===== config.mk =====
export PLATFORM = sky130hd
export DESIGN_NAME = spike_synapse_driver_flat
export DESIGN_NICKNAME = d
export VERILOG_FILES = /design/src/rtl/snn_pkg.sv /design/src/rtl/spike_synapse_driver_if.sv /design/src/rtl/spike_event_fifo.sv /design/src/rtl/spike_synapse_driver.sv /design/src/flat_wrapper.sv
export SDC_FILE = /design/constraint.sdc
export NUM_CORES = 1
export LEC_CHECK = 0
export BUFFER_PORTS_ARGS = -buffer_cell sky130_fd_sc_hd__buf_2
export CAP_MARGIN = 20
export CELL_PAD_IN_SITES_DETAIL_PLACEMENT = 2
export CELL_PAD_IN_SITES_GLOBAL_PLACEMENT = 2
export CORE_UTILIZATION = 29
export CTS_BUF_LIST = sky130_fd_sc_hd__clkbuf_8
export DETAILED_ROUTE_END_ITERATION = 16
export PLACE_DENSITY = 0.56
export RECOVER_POWER = 50
export SLEW_MARGIN = 30
export SYNTH_ARGS = -nofsm -noshare
export SYNTH_HDL_FRONTEND = slang
export SYNTH_HIERARCHICAL = 1
export SYNTH_SLANG_ARGS = --single-unit

===== constraint.sdc =====
create_clock -name clk -period 4.5 [get_ports clk]
set_clock_uncertainty 0.2 [all_clocks]
set_input_delay 0.45 -clock clk [delete_from_list [all_inputs] [get_ports clk]]
set_output_delay 0.45 -clock clk [all_outputs]
set_load 0.01 [all_outputs]

===== src/rtl/snn_pkg.sv =====
// Shared types and arithmetic helpers for the spiking synapse driver.
package snn_pkg;

  localparam int unsigned WEIGHT_W  = 8;
  localparam int unsigned CURRENT_W = 8;

  typedef enum logic [1:0] {
    ST_IDLE  = 2'd0,
    ST_FETCH = 2'd1,
    ST_ACCUM = 2'd2,
    ST_DECAY = 2'd3
  } state_t;

  typedef struct packed {
    logic                 ovf;
    logic [CURRENT_W-1:0] value;
  } accum_t;

  // Unsigned accumulator plus signed weight, clamped to [0, 2^CURRENT_W-1].
  function automatic accum_t sat_accum(input logic [CURRENT_W-1:0] acc,
                                       input logic [WEIGHT_W-1:0]  w);
    logic signed [CURRENT_W+1:0] sum;
    accum_t r;
    sum = $signed({2'b00, acc}) +
          $signed({{(CURRENT_W+2-WEIGHT_W){w[WEIGHT_W-1]}}, w});
    r.ovf   = 1'b0;
    r.value = sum[CURRENT_W-1:0];
    if (sum[CURRENT_W+1]) begin
      r.value = '0;
    end else if (sum[CURRENT_W]) begin
      r.value = '1;
      r.ovf   = 1'b1;
    end
    return r;
  endfunction

  // Exponential leak; falls back to a unit step so small values still reach zero.
  function automatic logic [CURRENT_W-1:0] decay_step(input logic [CURRENT_W-1:0] a,
                                                      input int unsigned          sh);
    logic [CURRENT_W-1:0] d;
    d = a >> sh;
    if (d != '0)      return a - d;
    else if (a != '0) return a - CURRENT_W'(1);
    else              return '0;
  endfunction

endpackage


===== src/rtl/spike_synapse_driver_if.sv =====
// Spike/weight input bus and neuron-side outputs of the synapse driver.
interface spike_synapse_driver_if
  import snn_pkg::*;
#(
  parameter int unsigned N_PRE = 8
);
  localparam int unsigned AW = (N_PRE > 1) ? $clog2(N_PRE) : 1;

  logic                 spike_valid;
  logic [AW-1:0]        spike_addr;
  logic                 spike_ready;
  logic                 w_we;
  logic [AW-1:0]        w_addr;
  logic [WEIGHT_W-1:0]  w_data;
  logic [CURRENT_W-1:0] current;
  logic                 stop;
  logic                 overflow;

  modport master (
    output spike_valid, spike_addr, w_we, w_addr, w_data,
    input  spike_ready, current, stop, overflow
  );

  modport slave (
    input  spike_valid, spike_addr, w_we, w_addr, w_data,
    output spike_ready, current, stop, overflow
  );
endinterface


===== src/rtl/spike_event_fifo.sv =====
// Spike source-index queue with registered ready/empty flags.
module spike_event_fifo #(
  parameter int unsigned DEPTH = 4,
  parameter int unsigned WIDTH = 3
) (
  input  logic             clk,
  input  logic             rst,
  input  logic             push,
  input  logic             pop,
  input  logic [WIDTH-1:0] din,
  output logic [WIDTH-1:0] dout,
  output logic             ready,
  output logic             empty,
  output logic             empty_next_c
);
  localparam int unsigned PW   = (DEPTH > 1) ? $clog2(DEPTH) : 1;
  localparam int unsigned CNTW = PW + 1;

  logic [WIDTH-1:0] mem [DEPTH];
  logic [PW-1:0]    wr_ptr, rd_ptr;
  logic [CNTW-1:0]  count, count_next;
  logic             do_push, do_pop;

  // ready already means "not full", so a same-cycle pop never frees a slot for push
  assign do_push      = push && ready;
  assign do_pop       = pop && !empty;
  assign count_next   = count + CNTW'(do_push) - CNTW'(do_pop);
  assign empty_next_c = (count_next == '0);
  assign dout         = mem[rd_ptr];

  always_ff @(posedge clk) begin
    if (do_push) mem[wr_ptr] <= din;
  end

  always_ff @(posedge clk) begin
    if (rst) begin
      wr_ptr <= '0;
      rd_ptr <= '0;
      count  <= '0;
      ready  <= 1'b0;
      empty  <= 1'b1;
    end else begin
      if (do_push) wr_ptr <= wr_ptr + PW'(1);
      if (do_pop)  rd_ptr <= rd_ptr + PW'(1);
      count <= count_next;
      ready <= (count_next != CNTW'(DEPTH));
      empty <= (count_next == '0);
    end
  end
endmodule


===== src/rtl/spike_synapse_driver.sv =====
// Turns queued presynaptic spikes into a saturating, leaky synaptic current.
module spike_synapse_driver
  import snn_pkg::*;
#(
  parameter int unsigned N_PRE        = 8,
  parameter int unsigned FIFO_DEPTH   = 4,
  parameter int unsigned DECAY_PERIOD = 10,
  parameter int unsigned TAU_SHIFT    = 3
) (
  input  logic                   clk,
  input  logic                   reset_n,
  spike_synapse_driver_if.slave  bus
);
  localparam int unsigned AW = (N_PRE > 1) ? $clog2(N_PRE) : 1;
  localparam int unsigned CW = (DECAY_PERIOD > 1) ? $clog2(DECAY_PERIOD) : 1;

  state_t               state, state_next;
  logic [WEIGHT_W-1:0]  weights [N_PRE];
  logic [WEIGHT_W-1:0]  w_reg;
  logic [CURRENT_W-1:0] acc, acc_next;
  logic                 ovf, ovf_next;
  logic                 pending, pending_next;
  logic [CW-1:0]        dcnt;
  logic                 tc;
  logic                 push, pop;
  logic [AW-1:0]        head;
  logic                 fifo_empty, fifo_empty_next;
  logic                 stop_q;
  accum_t               acc_res;

  assign push = bus.spike_valid && bus.spike_ready;

  spike_event_fifo #(
    .DEPTH (FIFO_DEPTH),
    .WIDTH (AW)
  ) u_fifo (
    .clk          (clk),
    .rst          (reset_n),
    .push         (push),
    .pop          (pop),
    .din          (bus.spike_addr),
    .dout         (head),
    .ready        (bus.spike_ready),
    .empty        (fifo_empty),
    .empty_next_c (fifo_empty_next)
  );

  // A terminal count landing on the DECAY cycle is absorbed, never queued twice.
  assign tc           = (dcnt == CW'(DECAY_PERIOD - 1));
  assign pending_next = (state == ST_DECAY) ? 1'b0 : (pending | tc);

  always_comb begin
    state_next = state;
    acc_next   = acc;
    ovf_next   = ovf;
    pop        = 1'b0;
    acc_res    = sat_accum(acc, w_reg);
    case (state)
      ST_IDLE: begin
        if (pending)          state_next = ST_DECAY;
        else if (!fifo_empty) state_next = ST_FETCH;
      end
      ST_FETCH: begin
        pop        = 1'b1;
        state_next = ST_ACCUM;
      end
      ST_ACCUM: begin
        acc_next   = acc_res.value;
        ovf_next   = ovf | acc_res.ovf;
        state_next = ST_IDLE;
      end
      ST_DECAY: begin
        acc_next   = decay_step(acc, TAU_SHIFT);
        state_next = ST_IDLE;
      end
      default: state_next = ST_IDLE;
    endcase
  end

  always_ff @(posedge clk) begin
    if (reset_n) begin
      state   <= ST_IDLE;
      acc     <= '0;
      ovf     <= 1'b0;
      pending <= 1'b0;
      dcnt    <= '0;
      w_reg   <= '0;
      stop_q  <= 1'b1;
      for (int i = 0; i < int'(N_PRE); i++) weights[i] <= '0;
    end else begin
      state   <= state_next;
      acc     <= acc_next;
      ovf     <= ovf_next;
      pending <= pending_next;
      dcnt    <= tc ? '0 : dcnt + CW'(1);
      // Read before write: a same-edge weight update is not seen by this fetch
      if (state == ST_FETCH) w_reg <= weights[head];
      if (bus.w_we) weights[bus.w_addr] <= bus.w_data;
      stop_q  <= (acc_next == '0) && fifo_empty_next && (state_next == ST_IDLE);
    end
  end

  assign bus.current  = acc;
  assign bus.overflow = ovf;
  assign bus.stop     = stop_q;
endmodule


===== src/flat_wrapper.sv =====
// flat-port wrapper written by rule: the top's interface ports become plain ports
module spike_synapse_driver_flat import snn_pkg::*;
#(
  parameter int unsigned N_PRE        = 8,
  parameter int unsigned FIFO_DEPTH   = 4,
  parameter int unsigned DECAY_PERIOD = 10,
  parameter int unsigned TAU_SHIFT    = 3
)
  (clk, reset_n, bus_spike_valid, bus_spike_addr, bus_w_we, bus_w_addr, bus_w_data, bus_spike_ready, bus_current, bus_stop, bus_overflow);
  spike_synapse_driver_if #(.N_PRE(N_PRE)) bus_i ();
  input  logic clk;
  input  logic reset_n;
  input wire logic [$bits(bus_i.spike_valid)-1:0] bus_spike_valid;
  input wire logic [$bits(bus_i.spike_addr)-1:0] bus_spike_addr;
  input wire logic [$bits(bus_i.w_we)-1:0] bus_w_we;
  input wire logic [$bits(bus_i.w_addr)-1:0] bus_w_addr;
  input wire logic [$bits(bus_i.w_data)-1:0] bus_w_data;
  output wire logic [$bits(bus_i.spike_ready)-1:0] bus_spike_ready;
  output wire logic [$bits(bus_i.current)-1:0] bus_current;
  output wire logic [$bits(bus_i.stop)-1:0] bus_stop;
  output wire logic [$bits(bus_i.overflow)-1:0] bus_overflow;
  assign bus_i.spike_valid = bus_spike_valid;
  assign bus_i.spike_addr = bus_spike_addr;
  assign bus_i.w_we = bus_w_we;
  assign bus_i.w_addr = bus_w_addr;
  assign bus_i.w_data = bus_w_data;
  assign bus_spike_ready = bus_i.spike_ready;
  assign bus_current = bus_i.current;
  assign bus_stop = bus_i.stop;
  assign bus_overflow = bus_i.overflow;
  spike_synapse_driver #(.N_PRE(N_PRE), .FIFO_DEPTH(FIFO_DEPTH), .DECAY_PERIOD(DECAY_PERIOD), .TAU_SHIFT(TAU_SHIFT)) u_core (.clk(clk), .reset_n(reset_n), .bus(bus_i));
endmodule

==> flow_metrics.py, run 1 <==
metrics = {
    "setup_path": {
        "cp.arrival_ps": 3680,
        "r2r_start": "u_core/state[1]",
        "crit_type": "reg -> reg",
        "crit_fanout": 18,
        "start_kind": "flip-flop",
        "r2r_end": "u_core/bus.stop",
        "critPathLaunch": "u_core/state[1]",
        "critPathCaptureType": "flip-flop",
        "critPathCapture": "u_core/bus.stop",
        "r2r_cells": 14,
        "r2r_slack_ps": 910,
        "cp.required_ps": 4590,
    },
    "grt": {
        "grt_pass1_vias": 4332,
        "grt-busiest-layer": "met2",
        "met3_usage": 0.0258,
        "grt_pass1_wl_um": 24600,
        "antenna_found_initial": 0,
        "grt.met1_usage": 0.193,
        "use_met2": 0.305,
        "overflow": 0,
        "grt_start_max_net_pins": 31,
        "grt_use_total": 0.164,
    },
    "synth": {
        "synthArstFlopShare": 0,
        "synthFlopType": "edfxtp_1",
        "yosys_register_bits": 112,
        "synth_mux_area_frac": 0.0940,
        "synth_cells": 483,
        "synth_simple_gate_area_frac": 0.168,
        "synth-compound-area-share": 0.113,
        "synthesis.area_um2": 5740,
        "yosysWarnings": 6,
        "synth_xor_area_frac": 0.0168,
        "yosysSeqAreaShare": 0.523,
        "syn_nets": 528,
        "synth.avg_cell_area_um2": 11.9,
        "synth_top_family_by_area": "simple AND/OR/NAND/NOR gates",
        "synth_enable_flop_cells": 76,
        "synthAdderAreaFrac": 0.0628,
        "synth.distinct_cells": 59,
    },
    "clock_network": {
        "cts_resized": 0,
        "post_cts_buffers": 0,
        "cts_tree": "done",
        "htree_levels": 3,
        "worstSkewPairLatency_ps": 390,
        "cts_hold_buf": 0,
        "clk_pin_slew_ps": 110,
        "clockBufferDepth": 2,
        "clock-root-buffer": "clkbuf_8",
        "numClockSinks": 112,
        "cts_buffers": 9,
    },
    "layout": {
        "syn_to_final_growth_pct": 10.9,
        "nNetsFinal": 563,
        "multiInputGateArea_um2": 2610,
        "mostFrequentLayoutCells": "edfxtp_1 (76), and2_1 (64), nor2_1 (43), dfxtp_1 (36), ha_1 (24)",
        "largest_reg_flops": 64,
        "largestRegisters": "u_core/weights: 64 flops, u_core/u_fifo/mem: 12 flops",
        "utilization": 0.328,
        "diodes": 0,
        "layout-drive-gt1-share": 0.109,
        "nFillCells": 2139,
        "seq_area_um2": 3000,
        "layout_commonest_cell": "edfxtp_1",
        "largest-register": "u_core/weights",
    },
    "timing": {
        "setup-tns-final_ps": 0,
        "rsz0062_at_grt": "no",
        "final_max_slew_viol_count": 0,
        "post-route-min-period_ps": 3590,
        "max_freq_mhz": 278,
        "tightest_slew_ps": 1420,
        "period_share": 0.799,
        "finalHoldViolCount": 0,
        "setup_viol": 0,
        "worst_slack_ps": 907,
        "relSlewSlack": 0.0520,
    },
    "route": {
        "detail-route-antenna-nets": 0,
        "routed_wl_um": 15500,
        "num_vias": 3890,
        "wl_per_cell_um": 19.6,
        "viasPerCell": 4.94,
        "drt_first_pass_iters": 4,
        "drt_iter0_markers": 100,
        "drc": 0,
    },
    "die": {
        "start_util": 0.296,
        "coreArea_um2": 19400,
        "die_h_um": 143,
        "num_rows": 51,
        "io_pins": 29,
        "die-area_um2": 20300,
        "dieWidth_um": 143,
    },
    "placed_design": {
        "dp.final_hpwl_um": 11700,
        "pre_cts_ws_ps": 899,
        "port_buffers": 28,
        "gp_congestion": 0.725,
    },
    "run_status": {
        "outcome": "completed",
    },
    "job": {
        "timing.max_cap.violations": 0,
    },
    "pwr": {
        "p_leak_uw": 0.00230,
        "powerDensity_nw_per_um2": 365,
        "vdd_drop_max_v": 0.000140,
        "total_power_uw": 2320,
    },
    "min_path": {
        "hold_path_class": "in -> reg",
    },
}
-- final cells by class --
| cell class | instances | share of cell area |
|---|---|---|
| clock buffers | 9 | 0.0195 |
| well taps | 265 | 0.0521 |
| flip-flops and latches | 112 | 0.472 |
| repair buffers | 38 | 0.0267 |
| clock inverters | 7 | 0.00865 |
| multi-input cells | 338 | 0.410 |
| inverters | 19 | 0.0112 |
-- critical path, cell delays in order, from the launching register on --
cell      delay (ps)
dfxtp_1          650
nor2b_1          100
buf_4            210
and2b_1          200
ha_1             270
inv_1             60
ha_1             130
inv_1             50
fa_1             520
nand2_1           80
nor2_1           120
o21a_1           140
o221ai_1         120
a2111o_1         440
o41ai_2          200
-- synthesized netlist by cell type, drive strengths merged, types with 4 or more instances --
| master | instances | share of area |
|---|---|---|
| edfxtp | 76 | 0.40 |
| and2 | 70 | 0.076 |
| nor2 | 43 | 0.028 |
| dfxtp | 36 | 0.13 |
| ha | 24 | 0.052 |
| a21oi | 21 | 0.018 |
| o21ai | 20 | 0.017 |
| inv | 19 | 0.012 |
| mux4 | 19 | 0.077 |
| a211oi | 11 | 0.014 |
| clkbuf | 11 | 0.0074 |
| nand2 | 11 | 0.0072 |
| o21a | 11 | 0.014 |
| mux2i | 10 | 0.017 |
| nor3 | 9 | 0.0087 |
| nand3 | 7 | 0.0061 |
| nor2b | 6 | 0.0065 |
| or2 | 6 | 0.0065 |
| xnor2 | 6 | 0.0092 |
| and3 | 5 | 0.0055 |
| o22ai | 5 | 0.0055 |
| xor2 | 5 | 0.0076 |
| nand2b | 4 | 0.0044 |
-- layer usage --
metal  vias up  part of all wire
met1      1966              0.44
met4         0             0.011
met2        45              0.53
li1       1866                 -
met3        13             0.025
met5         -                 0
-- where the power goes --
part | leakage, uW | switching [uW] | internal [uW] | total (uW)
logic | 0.00120 | 287 | 218 | 505
clock network | 0.0000883 | 363 | 208 | 571
registers | 0.00101 | 61.7 | 1180 | 1240
total | 0.00230 | 712 | 1610 | 2320
-- logic make-up after synthesis --
kind of cell    after synthesis
simple gates                175
xor+xnor                     11
buf+inv                      33
flops                       112
compound gates               96
mux                          29
fa+ha+maj                    27
-- through the flow --
stage	instance area, um^2	cells	hold WS, ps
after floorplan	5740	483	233
after global placement	6230	772	249
after detailed placement	6230	772	267
after CTS	6410	788	63.4
after global routing	6360	788	120
final	6360	788	138
-- worst min path at each step --
stage                         from  depth (start not counted)  slack, ps                       to
2_1_floorplan       u_core/dcnt[0]                          1        230           u_core/dcnt[0]
3_3_place_gp        u_core/dcnt[0]                          1        250           u_core/dcnt[0]
3_5_place_dp   u_core/bus.overflow                          2        270      u_core/bus.overflow
4_1_cts          bus_spike_addr[2]                          1         60  u_core/u_fifo/mem[0][2]
5_1_grt          bus_spike_addr[1]                          1        120  u_core/u_fifo/mem[1][1]
6_report         bus_spike_addr[2]                          1        140  u_core/u_fifo/mem[3][2]
Power figures use the tool's default switching activity.
==> run 2, diff against run 1 <==
ABC_AREA = 1   (was default)
PLACE_DENSITY = 0.61   (was 0.56)
clock period = 3.6 ns   (was 4.5 ns; I/O delays follow)
==> flow_metrics.py, run 2 <==
metrics = {
    "run_status": {
        "outcome": "completed",
    },
    "layout": {
        "fin_cells": 982,
        "largest_reg_flops": 64,
        "layout-drive-gt1-share": 0.110,
        "largestRegisters": "u_core/weights: 64 flops, u_core/u_fifo/mem: 12 flops",
        "mostFrequentLayoutCells": "nand2_1 (113), nor2_1 (110), inv_1 (91), edfxtp_1 (76), a21oi_1 (43)",
        "seq_area_um2": 3000,
        "largest-register": "u_core/weights",
        "layout_commonest_cell": "nand2_1",
        "nNetsFinal": 757,
        "diodes": 0,
        "multiInputGateArea_um2": 2510,
        "syn_to_final_growth_pct": 11.8,
        "nFillCells": 2272,
    },
    "min_path": {
        "hold_path_class": "in -> reg",
    },
    "pwr": {
        "p_leak_uw": 0.00291,
        "p_clk_frac": 0.284,
        "power_frac_seq": 0.524,
        "swShare": 0.314,
        "internal_power_uw": 2000,
        "p_comb_frac": 0.192,
        "powerDensity_nw_per_um2": 439,
        "power.switching_uw": 916,
        "total_power_uw": 2920,
        "vdd_drop_max_v": 0.000187,
    },
    "synth": {
        "yosys.area.top_type": "edfxtp_1",
        "synthTopCellsByCount": "nand2_1 (112), nor2_1 (110), inv_1 (91)",
        "synthesis.area_um2": 5940,
        "syn_nets": 723,
        "yosys-top-cells-area": "edfxtp_1 (38%), dfxtp_1 (12%), nand2_1 (7.1%), nor2_1 (7.0%), inv_1 (5.8%)",
        "synthFlopType": "edfxtp_1",
        "synth_cells": 678,
        "yosysWarnings": 6,
        "yosys_register_bits": 112,
        "synthArstFlopShare": 0,
        "synth.top_cell.area_share": 0.384,
        "synth_enable_flop_cells": 76,
        "post-synth-top-count-cell": "nand2_1",
        "synth.distinct_cells": 39,
        "synth.avg_cell_area_um2": 8.75,
        "yosysSeqAreaShare": 0.506,
    },
    "clock_network": {
        "worstSkewPairLatency_ps": 400,
        "numClockSinks": 112,
        "post_cts_buffers": 0,
        "htree_levels": 3,
        "clk_pin_slew_ps": 130,
        "cts_buffers": 9,
        "clock-root-buffer": "clkbuf_8",
        "cts_tree": "done",
        "cts_resized": 0,
        "cts_hold_buf": 3,
        "clockBufferDepth": 2,
    },
    "grt": {
        "grt_pass1_vias": 5155,
        "overflow": 0,
        "grt_use_total": 0.171,
        "antenna_found_initial": 0,
        "grt_start_max_net_pins": 49,
        "grt_pass1_wl_um": 27900,
    },
    "route": {
        "detail-route-antenna-nets": 0,
        "drc": 0,
        "viasPerCell": 4.76,
        "num_vias": 4679,
        "drt_iter0_markers": 158,
        "routed_wl_um": 17100,
        "wl_per_cell_um": 17.4,
        "drt_first_pass_iters": 4,
    },
    "setup_path": {
        "crit_fanout": 6,
        "critPathCaptureType": "flip-flop",
        "crit_type": "reg -> reg",
        "start_kind": "flip-flop",
        "cp.required_ps": 3730,
        "cp.arrival_ps": 2960,
    },
    "timing": {
        "post-route-min-period_ps": 2830,
        "setup_viol": 0,
        "holdWs_ps": 227,
        "period_share": 0.785,
        "relSlewSlack": 0.424,
        "setup-tns-final_ps": 0,
        "rsz0062_at_grt": "no",
        "tightest_slew_ps": 864,
        "worst_slack_ps": 773,
        "finalHoldViolCount": 0,
        "max_freq_mhz": 354,
        "final_max_slew_viol_count": 0,
    },
    "die": {
        "dieWidth_um": 145,
        "coreArea_um2": 19800,
        "io_pins": 29,
        "die-area_um2": 21000,
        "num_rows": 51,
        "die_h_um": 145,
        "start_util": 0.300,
    },
    "placed_design": {
        "gp_congestion": 0.755,
        "port_buffers": 28,
        "post-place-cells": 963,
        "pre_cts_ws_ps": 758,
        "dp.final_hpwl_um": 13000,
    },
    "job": {
        "timing.max_cap.violations": 0,
    },
}
[run 2: area by class of cell]
cell class,instances,share of cell area
clock inverter,7,0.0140
tap,265,0.0500
clock buffer,9,0.0187
sequential,112,0.453
timing repair buffer,36,0.0294
multi-input combinational,454,0.379
inverter,99,0.0564
[run 2: critical path: stages, from the launching register on]
cell and delay, ps:
dfxtp_1 410, inv_1 80, nor2_1 130, inv_1 90, nor2_4 130, ha_1 250
inv_1 60, ha_1 130, inv_1 50, fa_1 400, nand3b_2 240, nand2_2 90
nand2_2 60, inv_1 60, nand3_1 80, nor2_1 110, nand3_1 100, o21bai_2 110
[run 2: worst paths after layout]
kind	start	end	slack, ps	cells after the start
setup reg to reg	u_core/state[0]	u_core/bus.stop	770	17
hold reg to reg	u_core/bus.overflow	u_core/bus.overflow	270	2
setup / recovery	u_core/state[0]	u_core/bus.stop	770	17
hold / removal	bus_w_data[4]	u_core/weights[3][4]	230	3
[run 2: cell families (layout without fill, tap and decap cells)]
logic type,Yosys count,in the layout,synth area share
adder cells (fa/ha/maj),27,27,0.0607
AO/OA/AOI/OAI,118,118,0.110
multiplexers,16,16,0.0270
XOR/XNOR,5,5,0.00738
AND/OR/NAND/NOR,288,288,0.216
buffers and inverters,112,151,0.0723
flip-flops,112,112,0.506
[run 2: layer usage]
layer,share of wire,vias up,GRT usage
met5,0,-,0
met4,0.015,0,0.0542
met3,0.018,16,0.0201
met2,0.51,44,0.299
met1,0.46,2317,0.218
li1,-,2302,-
[run 2: stage by stage]
step	instance area (um^2)	util
CTS	6650	0.336
floorplan	5940	-
finish	6640	0.335
detailed placement	6400	0.324
global placement	6400	0.324
global route	6640	0.335
[run 2: power groups by stage]
| stage | registers [uW] | clock network, uW | logic, uW |
|---|---|---|---|
| floorplan | 1540 | 0 | 394 |
| global placement | 1550 | 0 | 551 |
| detailed placement | 1560 | 0 | 573 |
| CTS | 1530 | 866 | 579 |
| global route | 1540 | 911 | 637 |
| finish | 1530 | 829 | 560 |
==> run 3, diff against run 2 <==
ABC_AREA = 0   (was 1)
PLACE_DENSITY = 0.56   (was 0.61)
clock period = 2.81 ns   (was 3.6 ns; I/O delays follow)
==> flow_metrics.py, run 3 (synthesis gave the netlist of run 1 again) <==
metrics = {
    "run_status": {
        "outcome": "finished with violations",
        "violations": "negative setup slack",
    },
    "setup_path": {
        "r2r_start": "u_core/bus.current[0]",
        "critPathCaptureType": "flip-flop",
        "r2r_end": "u_core/bus.stop",
        "worst_path_max_delay_cell": "or4_1",
        "crit_fanout": 3,
        "cpPeakStageDelay_ps": 530,
        "crit_type": "reg -> reg",
        "cp.arrival_ps": 3010,
        "critPathLaunch": "u_core/bus.current[0]",
        "critPathCapture": "u_core/bus.stop",
        "r2r_cells": 8,
        "cp_cell_sequence": "ha_1 -> fa_2 -> a211o_1 -> a21boi_2 -> nor3_1 -> or4_1 -> a2111o_1 -> o41ai_2",
        "r2r_slack_ps": -100,
        "start_kind": "flip-flop",
        "cp.required_ps": 2910,
    },
    "layout": {
        "layout_commonest_cell": "edfxtp_1",
        "largest-register": "u_core/weights",
        "mostFrequentLayoutCells": "edfxtp_1 (76), and2_1 (62), buf_4 (50), nor2_1 (42), dfxtp_1 (34)",
        "diodes": 0,
        "layout-drive-gt1-share": 0.208,
        "largest_reg_flops": 64,
        "largestRegisters": "u_core/weights: 64 flops, u_core/u_fifo/mem: 12 flops",
        "syn_to_final_growth_pct": 18.3,
        "nNetsFinal": 616,
    },
    "timing": {
        "holdWs_ps": 66.9,
        "post-route-min-period_ps": 2910,
        "max_freq_mhz": 344,
        "period_share": 1.04,
        "final_max_slew_viol_count": 0,
        "rsz0062_at_grt": "yes",
        "relSlewSlack": 0.586,
        "setup_viol": 1,
        "worst_slack_ps": -99.7,
        "finalHoldViolCount": 0,
        "tightest_slew_ps": 619,
    },
    "route": {
        "detail-route-antenna-nets": 0,
        "drt_iter0_markers": 133,
        "drt_first_pass_iters": 4,
        "routed_wl_um": 15700,
        "viasPerCell": 4.80,
        "num_vias": 4041,
        "drc": 0,
        "wl_per_cell_um": 18.7,
    },
    "clock_network": {
        "htree_levels": 3,
        "clock-root-buffer": "clkbuf_8",
        "numClockSinks": 112,
        "cts_buffers": 9,
        "worstSkewPairLatency_ps": 390,
        "clk_pin_slew_ps": 120,
        "clockBufferDepth": 2,
        "cts_tree": "done",
    },
    "die": {
        "num_rows": 51,
        "start_util": 0.296,
        "die_h_um": 143,
        "coreArea_um2": 19400,
        "dieWidth_um": 143,
        "io_pins": 29,
        "die-area_um2": 20300,
    },
    "pwr": {
        "total_power_uw": 3860,
        "powerDensity_nw_per_um2": 569,
        "vdd_drop_max_v": 0.000231,
        "p_leak_uw": 0.00258,
    },
    "placed_design": {
        "dp.final_hpwl_um": 12000,
        "port_buffers": 28,
        "gp_congestion": 0.792,
    },
    "grt": {
        "grt_start_max_net_pins": 30,
        "grt_pass1_vias": 4524,
        "grt_use_total": 0.168,
        "overflow": 0,
        "grt_pass1_wl_um": 25200,
        "antenna_found_initial": 0,
    },
    "min_path": {
        "hold_path_class": "in -> reg",
    },
    "job": {
        "timing.max_cap.violations": 0,
    },
}
[run 3: timing repair]
item,CTS,global route
pin swaps,2,1
setup endpoints to repair,1,5
gates resized for setup,6,1
endpoints found under the hold margin,12,0
hold buffers,3,0
buffers inserted,0,1
[run 3: area by class of cell]
class                           instances  area [um^2]
Sequential cell                       112         3010
Fill cell                            2136        12600
Clock inverter                          7         52.6
Tap cell                              265          332
Clock buffer                            9          124
Inverter                               19         71.3
Multi-Input combinational cell        338         2630
Timing Repair Buffer                   91          573
[run 3: metrics by stage]
stage / instance area (um^2) / setup TNS, ps / std cells / setup WS [ps] / util
floorplan: 5760 / -329 / 483 / -329 / -
global placement: 6600 / -162 / 821 / -162 / 0.340
detailed placement: 6600 / -235 / 821 / -235 / 0.340
CTS: 6830 / -135 / 840 / -135 / 0.352
global route: 6790 / -275 / 841 / -275 / 0.350
finish: 6790 / -99.7 / 841 / -99.7 / 0.350
[run 3: worst min path at each step]
stage	start	to	slack, ps	cells past startpoint
after floorplan	bus_spike_addr[0]	u_core/u_fifo/mem[0][0]	180	0
after global placement	u_core/dcnt[0]	u_core/dcnt[0]	250	1
after detailed placement	u_core/bus.overflow	u_core/bus.overflow	270	2
after CTS	bus_w_data[4]	u_core/weights[6][4]	50	2
after global routing	bus_w_data[7]	u_core/weights[3][7]	70	2
final	bus_w_data[4]	u_core/weights[6][4]	70	2
[run 3: critical path: cells and delay by family (launching register included)]
family | cells | cell delay [ps]
and+or+nand+nor | 2 | 600
AOI/OAI and AO/OA | 4 | 1130
adders and majority gates | 2 | 570
DFF | 1 | 330
[run 3: per-layer routing]
layer	part of all wire	global-route usage	vias up
met3	0.015	0.0181	13
met5	0	0	-
met4	0.013	0.0526	0
met1	0.45	0.208	2028
met2	0.52	0.304	37
li1	-	-	1963
[run 3: where the power goes]
part           total [uW]  switching (uW)  internal [uW]  leakage [uW]
registers            1960            64.1           1900       0.00101
logic                 976             520            455       0.00148
clock network         929             598            331     0.0000856
